$ cat src/rtl/muldiv_hilo_unit_if.sv
// ID/EX-side bundle for the multiply/divide unit: instruction slot in, stall and HI/LO views out.
// Handshake: Valid_IN qualifies the funct/operands; the EX instruction may retire only while Stall_OUT is 0.
interface muldiv_hilo_unit_if #(
    parameter int WIDTH = 32
);
    logic             Valid_IN;
    logic [5:0]       Function_ULA_IN;
    logic [WIDTH-1:0] Operator1_IN;
    logic [WIDTH-1:0] Operator2_IN;
    logic             Stall_OUT;
    logic             Busy_OUT;
    logic [WIDTH-1:0] HiLo_Result_OUT;
    logic             HiLo_Result_Valid_OUT;
    logic [WIDTH-1:0] HI_OUT;
    logic [WIDTH-1:0] LO_OUT;

    modport master (
        output Valid_IN, Function_ULA_IN, Operator1_IN, Operator2_IN,
        input  Stall_OUT, Busy_OUT, HiLo_Result_OUT, HiLo_Result_Valid_OUT, HI_OUT, LO_OUT
    );

    modport slave (
        input  Valid_IN, Function_ULA_IN, Operator1_IN, Operator2_IN,
        output Stall_OUT, Busy_OUT, HiLo_Result_OUT, HiLo_Result_Valid_OUT, HI_OUT, LO_OUT
    );
endinterface

$ cat src/rtl/muldiv_hilo_unit.sv
// Iterative EX-stage multiply/divide unit: WIDTH-cycle shift-add / restoring divide on magnitudes,
// sign fix-up on the last step, architectural HI/LO with single-cycle MFHI/MFLO/MTHI/MTLO.
module muldiv_hilo_unit #(
    parameter int WIDTH = 32
) (
    input  logic                clock,
    input  logic                clear,
    muldiv_hilo_unit_if.slave   bus
);
    localparam int CW = $clog2(WIDTH);
    localparam logic [CW-1:0] LAST = CW'(WIDTH - 1);

    localparam logic [5:0] F_MFHI  = 6'b010000;
    localparam logic [5:0] F_MTHI  = 6'b010001;
    localparam logic [5:0] F_MFLO  = 6'b010010;
    localparam logic [5:0] F_MTLO  = 6'b010011;
    localparam logic [5:0] F_MULT  = 6'b011000;
    localparam logic [5:0] F_MULTU = 6'b011001;
    localparam logic [5:0] F_DIV   = 6'b011010;
    localparam logic [5:0] F_DIVU  = 6'b011011;

    typedef enum logic {S_IDLE = 1'b0, S_BUSY = 1'b1} state_t;

    state_t           r_state;
    state_t           w_state_next;
    logic [CW-1:0]    r_count;
    logic [WIDTH-1:0] r_hi;
    logic [WIDTH-1:0] r_lo;
    logic [WIDTH-1:0] r_acc_hi;
    logic [WIDTH-1:0] r_acc_lo;
    logic [WIDTH-1:0] r_opb;
    logic             r_is_div;
    logic             r_neg_lo;
    logic             r_neg_hi;
    logic             r_div_zero;

    logic             w_is_mult, w_is_multu, w_is_div, w_is_divu;
    logic             w_is_mfhi, w_is_mflo, w_is_mthi, w_is_mtlo;
    logic             w_start, w_signed, w_s1, w_s2, w_last;
    logic [WIDTH-1:0] w_mag1, w_mag2;
    logic [WIDTH:0]   w_add;
    logic [WIDTH:0]   w_shift;
    logic [WIDTH-1:0] w_sub;
    logic             w_ge;
    logic [WIDTH-1:0] w_step_hi, w_step_lo;
    logic [2*WIDTH-1:0] w_prod, w_prod_fix;
    logic [WIDTH-1:0] w_res_hi, w_res_lo;
    logic             w_stall;
    logic [WIDTH-1:0] w_hilo_result;
    logic             w_hilo_valid;

    always_comb begin
        w_is_mfhi  = (bus.Function_ULA_IN == F_MFHI);
        w_is_mthi  = (bus.Function_ULA_IN == F_MTHI);
        w_is_mflo  = (bus.Function_ULA_IN == F_MFLO);
        w_is_mtlo  = (bus.Function_ULA_IN == F_MTLO);
        w_is_mult  = (bus.Function_ULA_IN == F_MULT);
        w_is_multu = (bus.Function_ULA_IN == F_MULTU);
        w_is_div   = (bus.Function_ULA_IN == F_DIV);
        w_is_divu  = (bus.Function_ULA_IN == F_DIVU);
        w_start    = bus.Valid_IN & (w_is_mult | w_is_multu | w_is_div | w_is_divu);
        w_signed   = w_is_mult | w_is_div;
        w_s1       = w_signed & bus.Operator1_IN[WIDTH-1];
        w_s2       = w_signed & bus.Operator2_IN[WIDTH-1];
        w_mag1     = w_s1 ? -bus.Operator1_IN : bus.Operator1_IN;
        w_mag2     = w_s2 ? -bus.Operator2_IN : bus.Operator2_IN;
        w_last     = (r_count == LAST);
    end

    // One iteration: multiply shifts {acc_hi, multiplier} right after a conditional add;
    // divide shifts the dividend into the remainder and subtracts when it fits.
    always_comb begin
        w_add   = {1'b0, r_acc_hi} + (r_acc_lo[0] ? {1'b0, r_opb} : {(WIDTH+1){1'b0}});
        w_shift = {r_acc_hi, r_acc_lo[WIDTH-1]};
        w_ge    = (w_shift >= {1'b0, r_opb});
        w_sub   = w_shift[WIDTH-1:0] - r_opb;
        if (r_is_div) begin
            w_step_hi = w_ge ? w_sub : w_shift[WIDTH-1:0];
            w_step_lo = {r_acc_lo[WIDTH-2:0], w_ge};
        end else begin
            w_step_hi = w_add[WIDTH:1];
            w_step_lo = {w_add[0], r_acc_lo[WIDTH-1:1]};
        end
    end

    // A zero divisor leaves |dividend| in the remainder, so the normal sign fix-up restores the dividend.
    always_comb begin
        w_prod     = {w_step_hi, w_step_lo};
        w_prod_fix = r_neg_lo ? -w_prod : w_prod;
        if (r_is_div) begin
            w_res_hi = r_neg_hi ? -w_step_hi : w_step_hi;
            w_res_lo = r_div_zero ? {WIDTH{1'b1}} : (r_neg_lo ? -w_step_lo : w_step_lo);
        end else begin
            w_res_hi = w_prod_fix[2*WIDTH-1:WIDTH];
            w_res_lo = w_prod_fix[WIDTH-1:0];
        end
    end

    always_ff @(posedge clock) begin
        if (clear) begin
            r_state <= S_IDLE;
        end else begin
            r_state <= w_state_next;
        end
    end

    always_comb begin
        w_state_next = r_state;
        case (r_state)
            S_IDLE:  if (w_start) w_state_next = S_BUSY;
            S_BUSY:  if (w_last)  w_state_next = S_IDLE;
            default: w_state_next = S_IDLE;
        endcase
    end

    always_comb begin
        w_stall       = 1'b0;
        w_hilo_result = '0;
        w_hilo_valid  = bus.Valid_IN & (w_is_mfhi | w_is_mflo);
        if (!clear) begin
            w_stall = ((r_state == S_IDLE) & w_start) | ((r_state == S_BUSY) & !w_last);
        end
        if (w_is_mfhi) begin
            w_hilo_result = r_hi;
        end else if (w_is_mflo) begin
            w_hilo_result = r_lo;
        end
    end

    always_ff @(posedge clock) begin
        if (clear) begin
            r_count    <= '0;
            r_hi       <= '0;
            r_lo       <= '0;
            r_acc_hi   <= '0;
            r_acc_lo   <= '0;
            r_opb      <= '0;
            r_is_div   <= 1'b0;
            r_neg_lo   <= 1'b0;
            r_neg_hi   <= 1'b0;
            r_div_zero <= 1'b0;
        end else if (r_state == S_IDLE) begin
            if (w_start) begin
                r_count    <= '0;
                r_acc_hi   <= '0;
                r_acc_lo   <= w_mag1;
                r_opb      <= w_mag2;
                r_is_div   <= w_is_div | w_is_divu;
                r_neg_lo   <= w_s1 ^ w_s2;
                r_neg_hi   <= w_s1;
                r_div_zero <= (bus.Operator2_IN == '0);
            end else if (bus.Valid_IN & w_is_mthi) begin
                r_hi <= bus.Operator1_IN;
            end else if (bus.Valid_IN & w_is_mtlo) begin
                r_lo <= bus.Operator1_IN;
            end
        end else begin
            r_count  <= r_count + 1'b1;
            r_acc_hi <= w_step_hi;
            r_acc_lo <= w_step_lo;
            if (w_last) begin
                r_hi <= w_res_hi;
                r_lo <= w_res_lo;
            end
        end
    end

    assign bus.Stall_OUT             = w_stall;
    assign bus.Busy_OUT              = (r_state == S_BUSY);
    assign bus.HiLo_Result_OUT       = w_hilo_result;
    assign bus.HiLo_Result_Valid_OUT = w_hilo_valid;
    assign bus.HI_OUT                = r_hi;
    assign bus.LO_OUT                = r_lo;
endmodule

$ cat src/flat_wrapper.sv
// flat-port wrapper written by rule: the top's interface ports become plain ports
module muldiv_hilo_unit_flat 
#(
    parameter int WIDTH = 32
)
  (clock, clear, bus_Valid_IN, bus_Function_ULA_IN, bus_Operator1_IN, bus_Operator2_IN, bus_Stall_OUT, bus_Busy_OUT, bus_HiLo_Result_OUT, bus_HiLo_Result_Valid_OUT, bus_HI_OUT, bus_LO_OUT);
  muldiv_hilo_unit_if #(.WIDTH(WIDTH)) bus_i ();
  input  logic clock;
  input  logic clear;
  input wire logic [$bits(bus_i.Valid_IN)-1:0] bus_Valid_IN;
  input wire logic [$bits(bus_i.Function_ULA_IN)-1:0] bus_Function_ULA_IN;
  input wire logic [$bits(bus_i.Operator1_IN)-1:0] bus_Operator1_IN;
  input wire logic [$bits(bus_i.Operator2_IN)-1:0] bus_Operator2_IN;
  output wire logic [$bits(bus_i.Stall_OUT)-1:0] bus_Stall_OUT;
  output wire logic [$bits(bus_i.Busy_OUT)-1:0] bus_Busy_OUT;
  output wire logic [$bits(bus_i.HiLo_Result_OUT)-1:0] bus_HiLo_Result_OUT;
  output wire logic [$bits(bus_i.HiLo_Result_Valid_OUT)-1:0] bus_HiLo_Result_Valid_OUT;
  output wire logic [$bits(bus_i.HI_OUT)-1:0] bus_HI_OUT;
  output wire logic [$bits(bus_i.LO_OUT)-1:0] bus_LO_OUT;
  assign bus_i.Valid_IN = bus_Valid_IN;
  assign bus_i.Function_ULA_IN = bus_Function_ULA_IN;
  assign bus_i.Operator1_IN = bus_Operator1_IN;
  assign bus_i.Operator2_IN = bus_Operator2_IN;
  assign bus_Stall_OUT = bus_i.Stall_OUT;
  assign bus_Busy_OUT = bus_i.Busy_OUT;
  assign bus_HiLo_Result_OUT = bus_i.HiLo_Result_OUT;
  assign bus_HiLo_Result_Valid_OUT = bus_i.HiLo_Result_Valid_OUT;
  assign bus_HI_OUT = bus_i.HI_OUT;
  assign bus_LO_OUT = bus_i.LO_OUT;
  muldiv_hilo_unit #(.WIDTH(WIDTH)) u_core (.clock(clock), .clear(clear), .bus(bus_i));
endmodule
$ cat config.mk
export PLATFORM = sky130hd
export DESIGN_NAME = muldiv_hilo_unit_flat
export DESIGN_NICKNAME = d
export VERILOG_FILES = /design/src/rtl/muldiv_hilo_unit_if.sv /design/src/rtl/muldiv_hilo_unit.sv /design/src/flat_wrapper.sv
export SDC_FILE = /design/constraint.sdc
export NUM_CORES = 1
export LEC_CHECK = 0
export ABC_AREA = 1
export BUFFER_PORTS_ARGS = -buffer_cell sky130_fd_sc_hd__buf_2
export CELL_PAD_IN_SITES_DETAIL_PLACEMENT = 1
export CELL_PAD_IN_SITES_GLOBAL_PLACEMENT = 2
export CORE_ASPECT_RATIO = 1.5
export CORE_MARGIN = 4
export CORE_UTILIZATION = 25
export CTS_CLUSTER_SIZE = 14
export DETAILED_ROUTE_END_ITERATION = 8
export PLACE_DENSITY = 0.65
export SLEW_MARGIN = 0
export SYNTH_ARGS = -nofsm -noshare
export SYNTH_HDL_FRONTEND = slang
export SYNTH_SLANG_ARGS = --single-unit
export TNS_END_PERCENT = 10
$ cat constraint.sdc
create_clock -name clock -period 6.2 [get_ports clock]
set_input_delay 0.93 -clock clock [delete_from_list [all_inputs] [get_ports clock]]
set_output_delay 0.93 -clock clock [all_outputs]
set_load 0.1 [all_outputs]
==> reports/metrics.cfg, run 1 <==
[sta]
maxSlewViolCount=0
skew_ns=0.01344
final.setup.tns_ns=0
post-route-min-period_ns=5.236
max_slew_margin=0.2727
setup_viol=0
tightest_slew_ns=1.083
timing_hold_violations_final=0
hold_ws_ns=0.4707
min_period_over_period=0.8445
rsz0062_at_grt=false
fmax_ghz=0.1910

[worst_setup_path]
cp-start-kind=flip-flop
cp_max_fo=35
critical_path_class=reg -> reg
cpMostUsedCell=nand2_2
r2r_slack_ns=0.96
crit_arrival_ns=5.60
max_stage_delay_ns=0.40
cp.required_ns=6.57
worst_setup_path_end_kind=flip-flop
slowest_stage=nor4_4

[pwr]
irDropWorstVdd_uv=148.5
leakage_uw=0.009836
finalPower_uw=3203
powerDensity_nw_per_um2=160.2

[route]
drc=0
viasPerCell=5.061
wirelength_um=99010
vias=20970
first_iter_violations=953
wire_per_inst_um=23.89
drt_first_pass_iters=5
detail-route-antenna-nets=0

[floorplanning]
num_rows=119
io_pins=172
fp.dieH_um=334.8
initial_core_util=0.2528
die_area_um2=75630
coreArea_um2=70430
die_w_um=225.9

[global_route]
grt_pass1_wl_um=144800
antenna_found_initial=1
gr-total-overflow=0
grt_use_total=0.2582
grt_pass1_vias=22280
grt_max_degree=70

[layout]
final_common_cell=nand2_1
nFillCells=9395
layout.nets=3369
diodes=0
final_util=0.2838
area_delta_synth_final_pct=12.27
layout_common_cells=nand2_1 (882), inv_1 (492), nor2_1 (306), nand3_1 (217), a21oi_1 (191)
drive_gt1_frac=0.1214
fin_cells=4144

[clock_network]
post_cts_buffers=0
clkLatencyLatePin_ns=0.52
clock_path_buffers=2
cts_resized=0
cts_tree=built
numCtsBuffers=17
cts_root_buf=clkbuf_16
htree_levels=4
clock-sinks=170
clk_pin_slew_ns=0.08
hold_buffers=0

[synth]
netlist_instances=3125
avgSynthCellArea_um2=5.697
synthXorXnorAreaFrac=0.02706
syn_area_um2=17800
synth_simple_gate_area_share=0.4114
yosys.area_share.adder=0.05145
synth_edf_count=0
ys_ff_latch=170
yosysSeqAreaShare=0.1912
synth_top_family_by_area=simple AND/OR/NAND/NOR gates
synth.area.mux_share=0.0005623
synthArstFlopShare=0
yosysWarnings=0
syn_nets=3270
synth_compound_area_frac=0.1740
ys_types=69
synthFlopType=dfxtp_1

[run_status]
status=complete, no violations

[place]
place_congestion=0.9286
port_buffers=171
dp.final_hpwl_um=82320
placedCellCount=4112

[hold_path]
holdCritPathClass=reg -> reg

[flow_run]
drv_cap=0

==> kinds of logic (layout without fill, tap and decap cells) <==
logic type                 count (synthesis)  after routing
buffers and inverters                    632            744
DFF                                      170            170
and+or+nand+nor                         1651           1651
adders and majority gates                 72             72
AOI/OAI and AO/OA                        544            544
muxes                                      1              1
xor gates and xnor gates                  55             55
==> synthesized netlist by cell type (12+ instances only) <==
master	number	area, um2
nand2_2	28	175.2
dfxtp_1	170	3403
nand4_1	46	287.8
nor2_1	308	1156
nand3_1	217	1086
o21ai_1	24	120.1
a21oi_1	192	960.9
o211ai_1	16	120.1
clkbuf_1	79	296.5
nand2_1	882	3311
xnor2_1	23	201.4
o22ai_1	35	219.0
nand3_2	20	200.2
inv_1	493	1851
o21ai_0	164	820.8
xor2_1	32	280.3
nor2_4	12	135.1
ha_1	70	875.8
nand3b_1	20	150.1
inv_2	17	63.81
nor3_1	45	225.2
nor2_2	31	193.9
a31oi_1	45	281.5
==> flip-flops by register name, summed over array words and instances, names as in the netlist, 5 cells and up <==
name               count
u_core.bus.HI_OUT     32
u_core.r_acc_hi       32
u_core.r_count         5
u_core.r_opb          32
u_core.r_acc_lo       32
u_core.bus.LO_OUT     32
==> worst paths after layout <==
check               startpoint                    end  depth (start not counted)
min          u_core.r_count[4]      u_core.r_count[4]                          2
min reg2reg  u_core.r_count[4]      u_core.r_count[4]                          2
max            u_core.r_opb[7]  u_core.bus.HI_OUT[14]                         31
max reg2reg    u_core.r_opb[7]  u_core.bus.HI_OUT[14]                         31
==> critical path: cells and delay by family (launching register included) <==
family | cells | cell delay [ns]
buffers and inverters | 5 | 0.40
adders and majority gates | 2 | 0.62
AOI/OAI and AO/OA | 3 | 0.32
and+or+nand+nor | 21 | 3.37
DFF | 1 | 0.35
==> power breakdown <==
group,internal (uW),total (uW),switching (uW)
registers,1110,1140,28.0
clock network,577,1180,607
logic,208,880,672
==> metal layers <==
metal	vias to the layer above	track usage	part of all wire
li1	10250	-	-
met1	10240	0.2614	0.37
met2	340	0.5116	0.55
met3	142	0.02329	0.020
met4	0	0.1372	0.062
met5	-	0	0
==> area by class of cell <==
cell class | instances | area, um2 | area share
Tap cell | 907 | 1135 | 0.05678
Multi-Input combinational cell | 2323 | 11840 | 0.5926
Clock buffer | 17 | 425.4 | 0.02128
Clock inverter | 15 | 175.2 | 0.008764
Sequential cell | 170 | 3413 | 0.1708
Timing Repair Buffer | 199 | 1069 | 0.05346
Inverter | 513 | 1926 | 0.09634
==> through the flow <==
| stage | worst slack, ns | area, um2 |
|---|---|---|
| 6_report | 0.9640 | 19990 |
| 5_1_grt | 0.5857 | 19990 |
| 4_1_cts | 0.9507 | 19990 |
| 3_5_place_dp | 0.9982 | 19390 |
| 3_3_place_gp | 1.141 | 19380 |
| 2_1_floorplan | 1.840 | 17800 |
Power figures use the tool's default switching activity.
==> inputs of run 2 (changes only) <==
--- a/config.mk
+++ b/config.mk
@@ -5,7 +5,7 @@
 export SDC_FILE = /design/constraint.sdc
 export NUM_CORES = 1
 export LEC_CHECK = 0
-export ABC_AREA = 1
+export ABC_AREA = 0
 export BUFFER_PORTS_ARGS = -buffer_cell sky130_fd_sc_hd__buf_2
 export CELL_PAD_IN_SITES_DETAIL_PLACEMENT = 1
 export CELL_PAD_IN_SITES_GLOBAL_PLACEMENT = 2
@@ -14,7 +14,7 @@
 export CORE_UTILIZATION = 25
 export CTS_CLUSTER_SIZE = 14
 export DETAILED_ROUTE_END_ITERATION = 8
-export PLACE_DENSITY = 0.65
+export PLACE_DENSITY = 0.6
 export SLEW_MARGIN = 0
 export SYNTH_ARGS = -nofsm -noshare
 export SYNTH_HDL_FRONTEND = slang
==> constraint.sdc (replaced) <==
create_clock -name clock -period 5.08 [get_ports clock]
set_input_delay 0.762 -clock clock [delete_from_list [all_inputs] [get_ports clock]]
set_output_delay 0.762 -clock clock [all_outputs]
set_load 0.1 [all_outputs]
==> run 2 against run 1 <==
Clock power up 18%. Clock skew decreased by 0.0018 ns. Via count shrank 14%. Critical path type unchanged. Cell count shrank 19%. Routed wire length down 15%. Highest routed layer unchanged.
==> reports/metrics.cfg, run 2 <==
[floorplanning]
num_rows=114  ; -4.2%
initial_core_util=0.2523  ; -0.0004517
die_w_um=216.1  ; -4.4%
coreArea_um2=64330  ; -8.7%
die_area_um2=69150  ; -8.6%
fp.dieH_um=320.1  ; -4.4%
io_pins=172  ; unchanged

[synth]
synth_edf_count=0  ; unchanged
syn_area_um2=16230  ; -8.8%
ys_ff_latch=170  ; unchanged
netlist_instances=2233  ; -29%
synthArstFlopShare=0  ; unchanged
yosys-top-cells-area=dfxtp_1 (21%), nor2_1 (6.4%), a21oi_1 (6.2%)
synthFlopType=dfxtp_1
ys_types=111  ; +61%
yosysWarnings=0  ; unchanged
yosysMostFrequentCell=nor2_1
synth_top_cell_area_share=0.2097  ; +0.01849
avgSynthCellArea_um2=7.269  ; +28%
yosysSeqAreaShare=0.2097  ; +0.01849
syn_nets=2378  ; -27%
yosys.area.top_type=dfxtp_1
synth_common_cells=nor2_1 (277), a21oi_1 (202), nand2_1 (189), dfxtp_1 (170), o21ai_0 (148)

[sta]
max_slew_margin=0.2996  ; +0.02686
min_period_over_period=0.9308  ; +0.08630
tightest_slew_ns=1.041  ; -0.04210 ns
timing_hold_violations_final=0  ; unchanged
post-route-min-period_ns=4.729  ; -0.5074 ns
rsz0062_at_grt=false
maxSlewViolCount=0  ; unchanged
skew_ns=0.01168  ; -0.001758 ns
final.setup.tns_ns=0  ; unchanged
fmax_ghz=0.2115  ; +11%
setup_viol=0  ; unchanged

[clock_network]
cts_tree=built
clock_path_buffers=2  ; unchanged
clock-sinks=170  ; unchanged
clkLatencyLatePin_ns=0.49  ; -0.03 ns
htree_levels=4  ; unchanged
numCtsBuffers=17  ; unchanged
hold_buffers=0  ; unchanged
clk_pin_slew_ns=0.07  ; about the same
post_cts_buffers=0  ; unchanged
cts_root_buf=clkbuf_16

[pwr]
leakage_uw=0.008168  ; -17%
p_switching_uw=1379  ; +5.6%
powerDensity_nw_per_um2=195.0  ; +22%
p_sw_frac=0.3598  ; -0.04824
p_clk_frac=0.362  ; -0.008
finalPower_uw=3834  ; +20%
seqPwrFrac=0.356  ; about the same
irDropWorstVdd_uv=178.0  ; +20%
comb_power_share=0.282  ; +0.007
power.internal_uw=2454  ; +29%

[hold_path]
holdCritPathClass=reg -> reg

[worst_setup_path]
r2r_slack_ns=0.35  ; -0.61 ns
crit_arrival_ns=5.15  ; -0.45 ns
critical_path_class=reg -> reg
cpMostUsedCell=buf_4
max_stage_delay_ns=0.38  ; -0.02 ns
slowest_stage=ha_1
path_cells=inv_1 -> ha_1 -> a21o_1 -> a211oi_1 -> o21a_2 -> nand3b_4 -> buf_4 -> buf_4 -> nor3_4 -> o21bai_1 -> ha_1 -> nand4_1 -> and3b_2 -> nand2_1 -> a21oi_1 -> nand4_1 -> a21oi_1 -> buf_4 -> buf_4 -> xnor2_1 -> a21oi_1 -> nor2_1
cp.required_ns=5.50  ; -1.07 ns
worst_setup_path_end_kind=flip-flop
cp_max_fo=5  ; -86%
cp-start-kind=flip-flop

[layout]
layout_common_cells=nor2_1 (274), a21oi_1 (202), buf_4 (193), nand2_1 (189), buf_2 (170)
layout.nets=2617  ; -22%
multi_input_area_um2=11920  ; +0.63%
area_delta_synth_final_pct=21.11
nFillCells=7948  ; -15%
drive_gt1_frac=0.2028  ; +0.08141
final_common_cell=nor2_1
area.sequential_um2=3411  ; about the same

[route]
vias=18070  ; -14%
wirelength_um=83910  ; -15%
viasPerCell=5.385  ; +6.4%
wire_per_inst_um=25.00  ; +4.6%
drc=0  ; unchanged
first_iter_violations=918  ; -3.7%
drt_first_pass_iters=5  ; unchanged
detail-route-antenna-nets=0  ; unchanged

[global_route]
antenna_found_initial=1  ; unchanged
gr-total-overflow=0  ; unchanged
grt_max_degree=169  ; +140%
grt_pass1_wl_um=125100  ; -14%
grt_pass1_vias=19080  ; -14%
grt_use_total=0.2366  ; -0.02159

[place]
place_congestion=0.8806  ; -5.2%
port_buffers=171  ; unchanged
dp.final_hpwl_um=66560  ; -19%

[flow_run]
drv_cap=0  ; unchanged

[run_status]
status=complete, no violations

run 2: cell types whose count changed after synthesis, sizes merged, moves of 37 or more:
cell	delta
and2	+47
xnor2	+60
nand3	-190
nand2	-726
inv	-435
a211oi	+71
mux2i	+66
nor2	-73
o21ai	-37
run 2: per-layer routing:
layer | GRT usage | wire length [um] | vias up
met2 | 0.4618 | 45040 | 374
met1 | 0.2643 | 33700 | 9006
li1 | - | - | 8604
met3 | 0.01948 | 2323 | 88
met5 | 0 | 0 | -
met4 | 0.08667 | 2845 | 0
run 2: area by class of cell:
cell class	instances	share of cell area
Timing Repair Buffer	367	0.1211
Clock inverter	10	0.004774
Inverter	77	0.01470
Antenna cell	1	0.0001273
Sequential cell	170	0.1735
Clock buffer	22	0.02412
Tap cell	870	0.05538
Multi-Input combinational cell	1839	0.6063
run 2: what timing repair did:
action	4_1_cts	5_1_grt
gates resized for setup	0	4
setup endpoints to repair	0	3
endpoints found under the hold margin	0	0
run 2: power groups by stage:
| stage | Sequential [uW] | Combinational [uW] | Clock (uW) |
|---|---|---|---|
| floorplan | 1410 | 566 | 0 |
| global placement | 1390 | 1080 | 0 |
| detailed placement | 1400 | 1080 | 0 |
| CTS | 1360 | 1090 | 1430 |
| global route | 1370 | 1160 | 1460 |
| finish | 1360 | 1080 | 1390 |
run 2: cells by family after synthesis:
logic type / share of synthesized area
mux: 0.06097
simple gates: 0.2462
flops: 0.2097
fa+ha+maj: 0.05642
xor+xnor: 0.07662
buf+inv: 0.05858
compound gates: 0.2915
run 2: metrics by stage:
stage | hold WS [ns] | std cells | setup slack (ns) | utilization | area [um2]
CTS | 0.4764 | 3355 | 0.2379 | 0.3054 | 19640
global placement | 0.4543 | 3323 | 0.2755 | 0.2965 | 19080
finish | 0.4754 | 3356 | 0.3515 | 0.3056 | 19660
detailed placement | 0.4684 | 3323 | 0.2796 | 0.2965 | 19080
global route | 0.5045 | 3356 | 0.006882 | 0.3056 | 19660
floorplan | 0.4403 | 2233 | 0.6207 | - | 16230
run 2: critical path: cells and delay by family, from the launching register on:
kind                     cells  cell delay (ns)
AO/OA/AOI/OAI                7             1.42
XOR/XNOR                     1             0.18
AND/OR/NAND/NOR              7             1.43
adder cells (fa/ha/maj)      2             0.62
buffers and inverters        5             0.67
flip-flops                   1             0.36
run 2: path summary, 6_finish.rpt:
kind                                        from                    end  cells past startpoint
worst min register to register  u_core.r_opb[31]       u_core.r_opb[31]                      2
worst max register to register  u_core.r_opb[30]  u_core.bus.HI_OUT[12]                     22
worst min-delay path            u_core.r_opb[31]       u_core.r_opb[31]                      2
worst max-delay path            u_core.r_opb[30]  u_core.bus.HI_OUT[12]                     22
==> inputs of run 3 (changes only) <==
--- a/config.mk
+++ b/config.mk
@@ -11,10 +11,10 @@
 export CELL_PAD_IN_SITES_GLOBAL_PLACEMENT = 2
 export CORE_ASPECT_RATIO = 1.5
 export CORE_MARGIN = 4
-export CORE_UTILIZATION = 25
+export CORE_UTILIZATION = 35
 export CTS_CLUSTER_SIZE = 14
 export DETAILED_ROUTE_END_ITERATION = 8
-export PLACE_DENSITY = 0.6
+export PLACE_DENSITY = 0.8
 export SLEW_MARGIN = 0
 export SYNTH_ARGS = -nofsm -noshare
 export SYNTH_HDL_FRONTEND = slang
==> run 3 against run 2 <==
Routed wire length down 12%. Largest cell class unchanged. Critical path type unchanged. Die area down 28%. Clock power about the same. Non-clock buffer count down 110. Via count down 1.7%.
==> reports/metrics.cfg, run 3 (same netlist as run 2, synthesis figures left out) <==
[run_status]
status=complete, no violations

[layout]
final_util=0.4042  ; +0.09859
nFillCells=5804  ; -27%
multi_input_area_um2=11920  ; unchanged
diodes=0  ; -1
layout.nets=2507  ; -4.2%
area_delta_synth_final_pct=13.95
area.sequential_um2=3411  ; unchanged
final_common_cell=nor2_1
layout_common_cells=nor2_1 (275), a21oi_1 (200), nand2_1 (189), buf_2 (170), dfxtp_1 (168)
design_area_um2=18500  ; -5.9%
drive_gt1_frac=0.1663  ; -0.03650

[global_route]
antenna_found_initial=3  ; +2
gr-total-overflow=0  ; unchanged
grt_pass1_wl_um=112100  ; -10%
grt_pass1_vias=18660  ; -2.2%
grt_max_degree=117  ; -31%
grt_use_total=0.2874  ; +0.05082

[worst_setup_path]
cp_max_fo=15  ; +10
cp-start-kind=flip-flop
crit_cells=19  ; -14%
cp.required_ns=5.43  ; -0.07 ns
crit_arrival_ns=5.22  ; +0.07 ns
cp_top_family=compound AO/OA/AOI/OAI gates
worst_setup_path_end_kind=flip-flop
worst-path-buf-inv=2  ; -3
ff2ff_path_depth=19  ; -14%
critical_path_class=reg -> reg
max_stage_delay_ns=0.47  ; +0.09 ns
slowest_stage=dfxtp_1
cpMostUsedCell=a21oi_1
path_cells=ha_1 -> a211o_1 -> a21oi_1 -> o2bb2ai_2 -> nand3b_4 -> buf_4 -> nor3_4 -> o21bai_1 -> ha_1 -> nand4_1 -> and3b_2 -> nand2_1 -> a21oi_1 -> nand4_1 -> a21oi_2 -> buf_4 -> xnor2_1 -> a21oi_1 -> nor2_1
r2r_slack_ns=0.21  ; -0.14 ns
rr_startpoint=u_core.r_acc_hi[21]
r2r_end=u_core.bus.HI_OUT[12]

[floorplanning]
initial_core_util=0.3547  ; +0.1024
num_rows=96  ; -16%
coreArea_um2=45760  ; -29%
io_pins=172  ; unchanged
fp.dieH_um=271.8  ; -15%
die_area_um2=49960  ; -28%
die_w_um=183.8  ; -15%

[sta]
timing_hold_violations_final=0  ; unchanged
tightest_slew_ns=1.078  ; +0.03669 ns
max_slew_margin=0.2815  ; -0.01806
final.setup.tns_ns=0  ; unchanged
skew_ns=0.02301  ; +0.01133 ns
fmax_ghz=0.2055  ; -2.8%
post-route-min-period_ns=4.867  ; +0.1385 ns
hold_ws_ns=0.4691  ; -0.006333 ns
setup_viol=0  ; unchanged
rsz0062_at_grt=false
maxSlewViolCount=0  ; unchanged
min_period_over_period=0.9581  ; +0.02727

[hold_path]
hold_path.startpoint=u_core.r_opb[31]
min_path_cells=2  ; unchanged
holdCritPathClass=reg -> reg
worstHoldEndpoint=u_core.r_opb[31]

[pwr]
powerDensity_nw_per_um2=200.9  ; +3.0%
leakage_uw=0.007652  ; -6.3%
finalPower_uw=3716  ; -3.1%
irDropWorstVdd_uv=254.3  ; +43%

[clock_network]
clkLatencyLatePin_ns=0.48  ; about the same
clock-sinks=170  ; unchanged
clock_path_buffers=2  ; unchanged
htree_levels=4  ; unchanged
numCtsBuffers=17  ; unchanged
cts_root_buf=clkbuf_16
cts_tree=built
clk_pin_slew_ns=0.08  ; about the same

[place]
place_area_um2=17890  ; -6.2%
port_buffers=171  ; unchanged
place_congestion=1.008  ; +14%
dp.final_hpwl_um=59090  ; -11%

[route]
viasPerCell=5.995  ; +11%
drt_first_pass_iters=5  ; unchanged
wirelength_um=74090  ; -12%
wire_per_inst_um=25.00  ; about the same
first_iter_violations=839  ; -8.6%
detail-route-antenna-nets=0  ; unchanged
drc=0  ; unchanged
vias=17760  ; -1.7%

[flow_run]
drv_cap=0  ; unchanged

==> run 3: changes by cell type in the layout (fill, tap and decap cells not counted), sizes merged <==
cell | previous run | this run
inv | 76 | 84
buf | 367 | 257
clkbuf | 22 | 18
clkinvlp | 3 | 1
clkinv | 7 | 6
diode | 1 | 0
bufinv | 1 | 0
==> run 3: area by class of cell <==
type                            count  share of cell area
Clock buffer                       18             0.02374
Clock inverter                     14            0.008050
Inverter                           77             0.01563
Multi-Input combinational cell   1839              0.6444
Sequential cell                   170              0.1844
Tap cell                          588             0.03978
Timing Repair Buffer              257             0.08402
==> run 3: power breakdown <==
part           leakage [uW]  switching [uW]  total (uW)  internal [uW]
Sequential          0.00137            22.7        1370           1350
Clock              0.000287             717        1390            671
Combinational       0.00599             639         959            320
Total               0.00765            1380        3720           2340
==> run 3: repair_timing <==
item                                    in CTS  in global routing
hold buffers                                 0                  0
setup buffers                                0                  0
gates resized for setup                      0                  4
endpoints found under the setup margin       0                  3
==> run 3: per-stage QoR <==
stage | std cells | worst slack (ns)
2_1_floorplan | 2233 | 0.6207
3_5_place_dp | 2931 | 0.1448
3_3_place_gp | 2931 | 0.1660
6_report | 2963 | 0.2129
5_1_grt | 2963 | 0.01360
4_1_cts | 2963 | 0.1032
==> run 3: how the worst max path moves through the flow <==
stage,start,slack [ns],endpoint
after floorplan,u_core.r_opb[16],0.62,u_core.bus.HI_OUT[22]
after global placement,u_core.r_acc_hi[21],0.17,u_core.bus.HI_OUT[12]
after detailed placement,u_core.r_opb[22],0.14,u_core.bus.HI_OUT[28]
after CTS,u_core.r_opb[22],0.10,u_core.bus.HI_OUT[12]
after global routing,u_core.r_opb[22],0.01,u_core.bus.HI_OUT[28]
final,u_core.r_acc_hi[21],0.21,u_core.bus.HI_OUT[12]
==> run 3: per-layer routing <==
metal  up-vias  track usage  wire (um)
li1       8392            -          -
met1      8751       0.3120      28510
met2       456       0.5454      38970
met3       163      0.03110       2642
met4         0       0.1384       3970
met5         -            0          0
==> run 3: tightest hold or removal path: cells and delay by family, from the launching register on <==
family	cells	cell delay, ns
flops	1	0.32
simple gates	1	0.05
compound gates	1	0.05
